<file path="src/rtl/fifo_wr_arbiter.sv">
// fifo_wr_arbiter: round-robin write arbiter in front of a shared synchronous FIFO.
// Serializes single-word requests onto the FIFO write port, confirms each write
// against fifo_wr_ack, retries rejected words and pulses req_done once per stored word.
// Optional statistics counters are compiled in with `define FIFO_ARB_STATS_EN.
//
// Requester handshake: a requester raises req_valid[i] with its word on
// req_data[i*FIFO_WIDTH +: FIFO_WIDTH] and holds both until req_done[i] pulses
// for one cycle; that pulse means the FIFO has stored the word. During the
// req_done cycle the requester is masked from arbitration, so it may either drop
// req_valid or keep it high to present its next word.
module fifo_wr_arbiter #(
    parameter int NUM_REQ    = 4,
    parameter int FIFO_WIDTH = 16,
    localparam int ID_W      = $clog2(NUM_REQ)
) (
    input  logic                          clk,
    input  logic                          rst,
    input  logic [NUM_REQ-1:0]            req_valid,
    input  logic [NUM_REQ*FIFO_WIDTH-1:0] req_data,
    output logic [NUM_REQ-1:0]            req_done,
    output logic                          fifo_wr_en,
    output logic [FIFO_WIDTH-1:0]         fifo_data_in,
    input  logic                          fifo_full,
    input  logic                          fifo_wr_ack,
    output logic                          busy,
    output logic [ID_W-1:0]               grant_id
`ifdef FIFO_ARB_STATS_EN
    ,
    output logic [NUM_REQ*16-1:0]         stat_grants,
    output logic [15:0]                   stat_retries
`endif
);

    typedef enum logic [1:0] {
        IDLE     = 2'd0,
        ISSUE    = 2'd1,
        WAIT_ACK = 2'd2,
        HOLD     = 2'd3
    } state_t;

    state_t                  state_q, state_d;
    logic [ID_W-1:0]         rr_ptr_q, rr_ptr_d;
    logic [ID_W-1:0]         grant_id_q, grant_id_d;
    logic [FIFO_WIDTH-1:0]   hold_data_q, hold_data_d;
    logic                    fifo_wr_en_q, fifo_wr_en_d;
    logic [FIFO_WIDTH-1:0]   fifo_data_in_q, fifo_data_in_d;
    logic [NUM_REQ-1:0]      req_done_q, req_done_d;
    logic                    busy_q, busy_d;

`ifdef FIFO_ARB_STATS_EN
    logic [NUM_REQ*16-1:0]   stat_grants_q, stat_grants_d;
    logic [15:0]             stat_retries_q, stat_retries_d;
`endif

    logic [NUM_REQ-1:0]      eligible;
    logic                    win_found;
    logic [ID_W-1:0]         win_id;
    logic [ID_W-1:0]         cand;
    logic [FIFO_WIDTH-1:0]   win_data;

    // Round-robin pick: first eligible index at or after rr_ptr, wrapping modulo NUM_REQ.
    // A requester whose req_done is high this cycle is masked so its stored word is not re-granted.
    always_comb begin
        eligible  = req_valid & ~req_done_q;
        win_found = 1'b0;
        win_id    = '0;
        cand      = '0;
        for (int i = 0; i < NUM_REQ; i++) begin
            cand = ID_W'((int'(rr_ptr_q) + i) % NUM_REQ);
            if (!win_found && eligible[cand]) begin
                win_found = 1'b1;
                win_id    = cand;
            end
        end
    end

    assign win_data = req_data[int'(win_id)*FIFO_WIDTH +: FIFO_WIDTH];

    // Next-state and next-output logic; every output is registered from its _d value.
    always_comb begin
        state_d        = state_q;
        rr_ptr_d       = rr_ptr_q;
        grant_id_d     = grant_id_q;
        hold_data_d    = hold_data_q;
        fifo_wr_en_d   = 1'b0;
        fifo_data_in_d = '0;
        req_done_d     = '0;
`ifdef FIFO_ARB_STATS_EN
        stat_grants_d  = stat_grants_q;
        stat_retries_d = stat_retries_q;
`endif
        case (state_q)
            IDLE: begin
                if (win_found && !fifo_full) begin
                    hold_data_d    = win_data;
                    grant_id_d     = win_id;
                    fifo_wr_en_d   = 1'b1;
                    fifo_data_in_d = win_data;
                    state_d        = ISSUE;
                end
            end
            ISSUE: begin
                // The write strobe was driven for this single cycle; the ack follows one cycle later.
                state_d = WAIT_ACK;
            end
            WAIT_ACK: begin
                if (fifo_wr_ack) begin
                    req_done_d[grant_id_q] = 1'b1;
                    rr_ptr_d = (grant_id_q == ID_W'(NUM_REQ - 1)) ? '0 : grant_id_q + 1'b1;
                    state_d  = IDLE;
`ifdef FIFO_ARB_STATS_EN
                    if (stat_grants_q[int'(grant_id_q)*16 +: 16] != 16'hFFFF) begin
                        stat_grants_d[int'(grant_id_q)*16 +: 16] =
                            stat_grants_q[int'(grant_id_q)*16 +: 16] + 16'd1;
                    end
`endif
                end else begin
                    // Word was dropped by a full FIFO: keep the latched word and winner for a retry.
                    state_d = HOLD;
`ifdef FIFO_ARB_STATS_EN
                    if (stat_retries_q != 16'hFFFF) begin
                        stat_retries_d = stat_retries_q + 16'd1;
                    end
`endif
                end
            end
            HOLD: begin
                if (!fifo_full) begin
                    fifo_wr_en_d   = 1'b1;
                    fifo_data_in_d = hold_data_q;
                    state_d        = ISSUE;
                end
            end
            default: state_d = IDLE;
        endcase
        busy_d = (state_d != IDLE);
    end

    // State and output registers; reset abandons any in-flight word without a req_done.
    always_ff @(posedge clk or posedge rst) begin
        if (rst) begin
            state_q        <= IDLE;
            rr_ptr_q       <= '0;
            grant_id_q     <= '0;
            hold_data_q    <= '0;
            fifo_wr_en_q   <= 1'b0;
            fifo_data_in_q <= '0;
            req_done_q     <= '0;
            busy_q         <= 1'b0;
`ifdef FIFO_ARB_STATS_EN
            stat_grants_q  <= '0;
            stat_retries_q <= '0;
`endif
        end else begin
            state_q        <= state_d;
            rr_ptr_q       <= rr_ptr_d;
            grant_id_q     <= grant_id_d;
            hold_data_q    <= hold_data_d;
            fifo_wr_en_q   <= fifo_wr_en_d;
            fifo_data_in_q <= fifo_data_in_d;
            req_done_q     <= req_done_d;
            busy_q         <= busy_d;
`ifdef FIFO_ARB_STATS_EN
            stat_grants_q  <= stat_grants_d;
            stat_retries_q <= stat_retries_d;
`endif
        end
    end

    assign req_done     = req_done_q;
    assign fifo_wr_en   = fifo_wr_en_q;
    assign fifo_data_in = fifo_data_in_q;
    assign busy         = busy_q;
    assign grant_id     = grant_id_q;
`ifdef FIFO_ARB_STATS_EN
    assign stat_grants  = stat_grants_q;
    assign stat_retries = stat_retries_q;
`endif

endmodule
</file>
<file path="config.mk">
export PLATFORM = sky130hd
export DESIGN_NAME = fifo_wr_arbiter
export DESIGN_NICKNAME = d
export VERILOG_FILES = /design/src/rtl/fifo_wr_arbiter.sv
export SDC_FILE = /design/constraint.sdc
export NUM_CORES = 1
export LEC_CHECK = 0
export CORE_MARGIN = 2
export CORE_UTILIZATION = 35
export CTS_CLUSTER_SIZE = 14
export DETAILED_ROUTE_END_ITERATION = 8
export PLACE_DENSITY_LB_ADDON = 0.05
export SETUP_SLACK_MARGIN = 0.5
export SYNTH_ARGS = -nofsm -noshare
export SYNTH_HDL_FRONTEND = slang
export SYNTH_SLANG_ARGS = --single-unit
</file>
<file path="constraint.sdc">
create_clock -name clk -period 5.08 [get_ports clk]
set_input_delay 1.016 -clock clk [delete_from_list [all_inputs] [get_ports clk]]
set_output_delay 1.016 -clock clk [all_outputs]
set_load 0.01 [all_outputs]
</file>
==> flow_metrics.py <==
metrics = {
    "run_status": {
        "status": "complete, no violations",
    },
    "min_path": {
        "hp-start": "hold_data_q[11]$_DFFE_PP0P_",
        "min_path_type": "reg2reg",
        "hold_depth": 2,
        "min_to": "hold_data_q[11]$_DFFE_PP0P_",
    },
    "logic_synthesis": {
        "ys_seq_area_share_pct": 45.3,
        "ys_types": 38,
        "synth_compound_area_share_pct": 18.1,
        "yosys.area_share.simple_pct": 14.9,
        "synth_xor_area_share_pct": 0,
        "synth_fa_ha_area_share_pct": 4.12,
        "synthTopCellsByArea": "dfrtp_1, mux2i_1, o221ai_1",
        "synthMuxAreaShare_pct": 13.6,
        "synth_flop_cell": "dfrtp_1",
        "syn_avg_cell_area_um2": 11.3,
        "syn_inst": 215,
        "synth_fp_nets": 295,
        "async_reset_ff_share_pct": 100,
        "synth_edf_count": 0,
        "yosysWarnings": 0,
        "synth_top_cell_area_share_pct": 45.3,
        "synth_top_family_by_area": "compound AO/OA/AOI/OAI gates",
        "syn_area_mm2": 0.00243,
        "yosysTopAreaCell": "dfrtp_1",
        "ys_ff_latch": 44,
    },
    "cts": {
        "ctsLongestPathBuffers": 2,
        "ctsHoldBuffers": 0,
        "cts-resized-gates": 0,
        "cts_sinks": 44,
        "cts_setup_buffers": 0,
        "clkSlewWorstSetupHoldPaths_ns": 0.08,
        "root_buffer": "clkbuf_8",
        "htree_levels": 2,
        "clock_latency_ns": 0.29,
        "cts_tree": "built",
        "cts_buffers": 5,
    },
    "grt": {
        "track_usage_pct": 16.9,
        "grt_max_degree": 45,
        "grt_pass1_vias": 2065,
        "overflow": 0,
        "antenna_found_initial": 0,
        "grt_pass1_wl_um": 10100,
    },
    "worst_setup_path": {
        "required_ns": 5.28,
        "cp-start-kind": "input port",
        "worstSetupPathType": "in2reg",
        "slowest_delay_ns": 0.85,
        "worstSetupEndpointType": "flop",
        "worst_r2r_endpoint": "fifo_data_in[0]$_DFF_PP0_",
        "rr_worst_depth": 5,
        "critical_path_buf_inv_count": 1,
        "regToRegStartpoint": "req_done[3]$_DFF_PP0_",
        "slowest_stage": "or4_1",
        "arrival_ns": 3.38,
        "cp_max_fo": 25,
        "cp_top_family": "simple AND/OR/NAND/NOR gates",
        "r2r_slack_ns": 2.67,
        "crit_chain": "clkdlybuf4s50_1, nand2b_4, a41oi_4, nand2_2, or4_1, o221ai_2",
    },
    "floorplanning": {
        "coreArea_mm2": 0.00676,
        "placementRows": 30,
        "start_util_pct": 36.0,
        "die-height_um": 87.3,
        "die_w_um": 87.3,
        "boundaryPins": 96,
        "die-area_mm2": 0.00763,
    },
    "drt": {
        "wl_um": 6290,
        "ant_nets": 0,
        "drt-pass1-iter-count": 5,
        "drtIter0Drc": 108,
        "drc": 0,
        "vias": 2048,
        "wl_per_cell_um": 16.4,
        "via_per_inst": 5.35,
    },
    "timing": {
        "setup_violations": 0,
        "rsz0062_at_grt": "no",
        "fin_setup_tns_ns": 0,
        "worst_pin_slew_ns": 1.18,
        "slew-limit-headroom_pct": 20.8,
        "timing.final.crit_share_pct": 62.5,
        "finClkSkew_ns": 0.00559,
        "max_freq_ghz": 0.315,
        "period_minus_slack_ns": 3.17,
        "finalHoldViolations": 0,
        "slew_violations": 0,
    },
    "pwr": {
        "p_int_uw": 921,
        "p_clk_share_pct": 13.5,
        "p_leak_uw": 0.00147,
        "pwr-share-seq_pct": 38.0,
        "p_comb_share_pct": 48.5,
        "vdd_drop_max_mv": 0.157,
        "switching_share_pct": 37.7,
        "p_sw_uw": 559,
        "p_per_area_mw_per_mm2": 425,
    },
    "place": {
        "place_area_mm2": 0.00342,
        "io_buffers": 95,
        "gp_congestion": 0.780,
        "hpwl_um": 4600,
    },
    "final_layout": {
        "drive_gt1_share_pct": 9.57,
        "n_antenna_cell": 0,
        "fin_area_mm2": 0.00349,
        "final_net_count": 385,
        "layout_commonest_cell": "clkdlybuf4s50_1",
        "final_cell_mix": "clkdlybuf4s50_1, dfrtp_1, nand2_1",
        "syn_to_final_growth_pct": 43.4,
        "fillerInstances": 647,
    },
    "flow_run": {
        "drv_cap": 0,
    },
}
sequential cells by signal (all words and copies together), names as in the netlist:
name          count
req_done          4
grant_id          2
state_q           2
fifo_wr_en        1
rr_ptr_q          2
hold_data_q      16
fifo_data_in     16
busy              1
metal layers:
metal,global-route usage [%],share of wire [%]
met2,26.3,45
met4,4.48,0.91
met5,0,0
met3,3.60,7.4
met1,24.0,46
worst max-delay path by stage:
stage / depth (start not counted) / to / slack (ns) / from
floorplan: 7 / hold_data_q[1]$_DFFE_PP0P_ / 2.61 / req_valid[2]
CTS: 6 / fifo_data_in[0]$_DFF_PP0_ / 1.90 / req_valid[0]
global route: 6 / fifo_data_in[0]$_DFF_PP0_ / 1.75 / req_valid[0]
global placement: 6 / fifo_data_in[1]$_DFF_PP0_ / 1.64 / req_valid[0]
detailed placement: 6 / fifo_data_in[9]$_DFF_PP0_ / 1.60 / req_valid[0]
finish: 6 / fifo_data_in[0]$_DFF_PP0_ / 1.91 / req_valid[0]
power groups by stage:
stage,registers [uW],clock network (uW),logic [uW]
after floorplan,572,0,456
after global placement,564,0,717
after detailed placement,567,0,732
after CTS,563,202,730
after global routing,581,214,800
final,562,199,718
area by class of cell:
class	count	area, um2	share of cell area [%]
multi-input cells	153	1240	35.5
clock buffers	5	68.8	1.97
inverters	5	18.8	0.538
well taps	80	100	2.87
repair buffers	96	958	27.5
flip-flops and latches	44	1100	31.6
cell usage after synthesis (all sizes together) (2+ instances only):
library cell  number
dfrtp             44
nand2             40
o221ai            33
mux2i             32
ha                 8
clkbuf             7
buf                6
inv                5
nand2b             5
and3               4
a21oi              3
nor2               3
nor2b              3
or2                3
a311oi             2
nand3              2
nor3b              2
or3                2
or3b               2
kinds of logic after synthesis:
kind of cell,Yosys count
compound gates,43
fa+ha+maj,8
buf+inv,18
flops,44
mux,33
simple gates,69
worst reg2reg max path, delay by kind of cell (launching register included):
family          cells  cell delay, ns
compound gates      2            0.51
flops               1            0.40
simple gates        3            1.42
through the flow:
| step | worst slack (ns) | util (%) | hold slack, ns | total power (uW) | instances |
|---|---|---|---|---|---|
| 3_3_place_gp | 1.64 | 50.6 | 0.467 | 1280 | 378 |
| 6_report | 1.91 | 51.6 | 0.493 | 1480 | 383 |
| 5_1_grt | 1.75 | 51.6 | 0.529 | 1590 | 383 |
| 4_1_cts | 1.90 | 51.6 | 0.492 | 1490 | 383 |
| 3_5_place_dp | 1.60 | 50.6 | 0.473 | 1300 | 378 |
| 2_1_floorplan | 2.61 | - | 0.456 | 1030 | 215 |
Power figures use the tool's default switching activity.
==> RTL edit: new RTL, config.mk and constraints unchanged <==
`hold_data_q` and `fifo_data_in_q` no longer have a reset.
--- a/src/rtl/fifo_wr_arbiter.sv
+++ b/src/rtl/fifo_wr_arbiter.sv
@@ -142,9 +142,7 @@
             state_q        <= IDLE;
             rr_ptr_q       <= '0;
             grant_id_q     <= '0;
-            hold_data_q    <= '0;
             fifo_wr_en_q   <= 1'b0;
-            fifo_data_in_q <= '0;
             req_done_q     <= '0;
             busy_q         <= 1'b0;
 `ifdef FIFO_ARB_STATS_EN
@@ -155,9 +153,7 @@
             state_q        <= state_d;
             rr_ptr_q       <= rr_ptr_d;
             grant_id_q     <= grant_id_d;
-            hold_data_q    <= hold_data_d;
             fifo_wr_en_q   <= fifo_wr_en_d;
-            fifo_data_in_q <= fifo_data_in_d;
             req_done_q     <= req_done_d;
             busy_q         <= busy_d;
 `ifdef FIFO_ARB_STATS_EN
@@ -165,6 +161,11 @@
             stat_retries_q <= stat_retries_d;
 `endif
         end
+    end
+
+    always_ff @(posedge clk) begin
+        hold_data_q    <= hold_data_d;
+        fifo_data_in_q <= fifo_data_in_d;
     end
 
     assign req_done     = req_done_q;
Check against the original RTL: not equivalent (a bounded check fails within 4 cycles, from zero or initial values and one cycle with rst high).
==> RTL edit against the unedited design <==
The flow now finishes with violations (design-rule violations). Design area is 1.4% lower. Non-clock buffer count up 1. Clock skew about the same. Synthesized area decreased by 3.7%. Routed wire length is 10% lower. Sequential cell count did not move. Power is 0.49% higher. First-iteration DRC count increased by 1.9%. Setup slack worse by 110 ps. Via count is 11% lower. Critical path type unchanged. Highest routed layer unchanged.
==> RTL edit: results (changes against the unedited design) <==
| Metric | Value |
|---|---|
| Crit path max fanout | 20 (was 25) |
| Mux share of post-synthesis cell area | 21.5% (was 13.6%) |
| Synth cell types | 35 (was 38) |
| Worst R2R Path Depth | 6 (was 5) |
| Seq/Total Area, Yosys | 47.0% (was 45.3%) |
| Final WL | 5630 um (was 6290 um) |
| Placed Area | 3340 um2 (was 3420 um2) |
| Initial drt markers | 110 (was 108) |
| Residual DRC | 8 (was 0) |
| Met2 Usage GRT | 23.3% (was 26.3%) |
| Met3 wire len | 457 um (was 464 um) |
| Outcome | complete, but fails checks (was finished clean) |
| LEAKAGE | 1.44 nW (was 1.47 nW) |
| WL met1 | 2730 um (was 2910 um) |
| Nets | 366 (was 385) |
| Critical path arrival | 3320 ps (was 3380 ps) |
| First-pass GRT wire length | 8870 um (was 10,100 um) |
| Clock skew | 5.21 ps (was 5.59 ps) |
| Met3 Use GR | 4.23% (was 3.60%) |
| P_int | 0.000965 W (was 0.000921 W) |
| Post-synth EDFFs | 16 (was 0) |
| Pin count of the biggest net entering global routing | 21 (was 45) |
| DR pass1 iterations | 9 (was 5) |
| Synth Flop Type | edfxtp_1 (was dfrtp_1) |
| Async S/R FF share, synth | 27.3% (was 100%) |
| Share of layout cells above drive strength 1 | 9.76% (was 9.57%) |
| Failing checks | design-rule violations |
| Global-route met1 utilization | 21.5% (was 24.0%) |
| Gp weighted congestion | 0.802 (was 0.780) |
==> RTL edit: cells by family (layout without fill, tap and decap cells) <==
family	after synthesis	in the layout
buf+inv	18	113
mux	50	50
fa+ha+maj	8	8
compound gates	30	30
flops	44	44
simple gates	42	42
==> RTL edit: critical path, stage by stage <==
cell	delay, ps
clkdlybuf4s50_1	410
nor2b_1	170
o221a_1	310
o22ai_4	490
buf_4	440
mux2i_1	330
mux2i_1	120
==> RTL edit: final cells by class <==
type,count,area [um2]
sequential,44,1100
fill,559,2990
clock inverter,2,10.0
clock buffer,6,82.6
inverter,8,30.0
tap,77,96.3
multi-input combinational,130,1150
timing repair buffer,97,966
==> RTL edit: worst min path at each step <==
stage / start / endpoint / cells past startpoint
4_1_cts: hold_data_q[6] / fifo_data_in[6] / 2
5_1_grt: hold_data_q[6] / fifo_data_in[6] / 2
3_5_place_dp: hold_data_q[6] / fifo_data_in[6] / 2
3_3_place_gp: hold_data_q[6] / fifo_data_in[6] / 2
6_report: hold_data_q[6] / fifo_data_in[6] / 2
2_1_floorplan: hold_data_q[12] / fifo_data_in[12] / 2
==> RTL edit: through the flow <==
step	cells	setup slack, ps	hold WS (ps)
final	364	1800	449
after global routing	364	1650	469
after CTS	364	1810	457
after detailed placement	356	1510	439
after global placement	356	1520	434
after floorplan	192	2530	425
==> RTL edit: power by group through the flow <==
stage / Clock, W / Combinational, W / Sequential [W]
after floorplan: 0 / 0.000434 / 0.000580
after global placement: 0 / 0.000711 / 0.000560
after detailed placement: 0 / 0.000717 / 0.000563
after CTS: 0.000233 / 0.000719 / 0.000556
after global routing: 0.000245 / 0.000774 / 0.000567
final: 0.000224 / 0.000709 / 0.000554
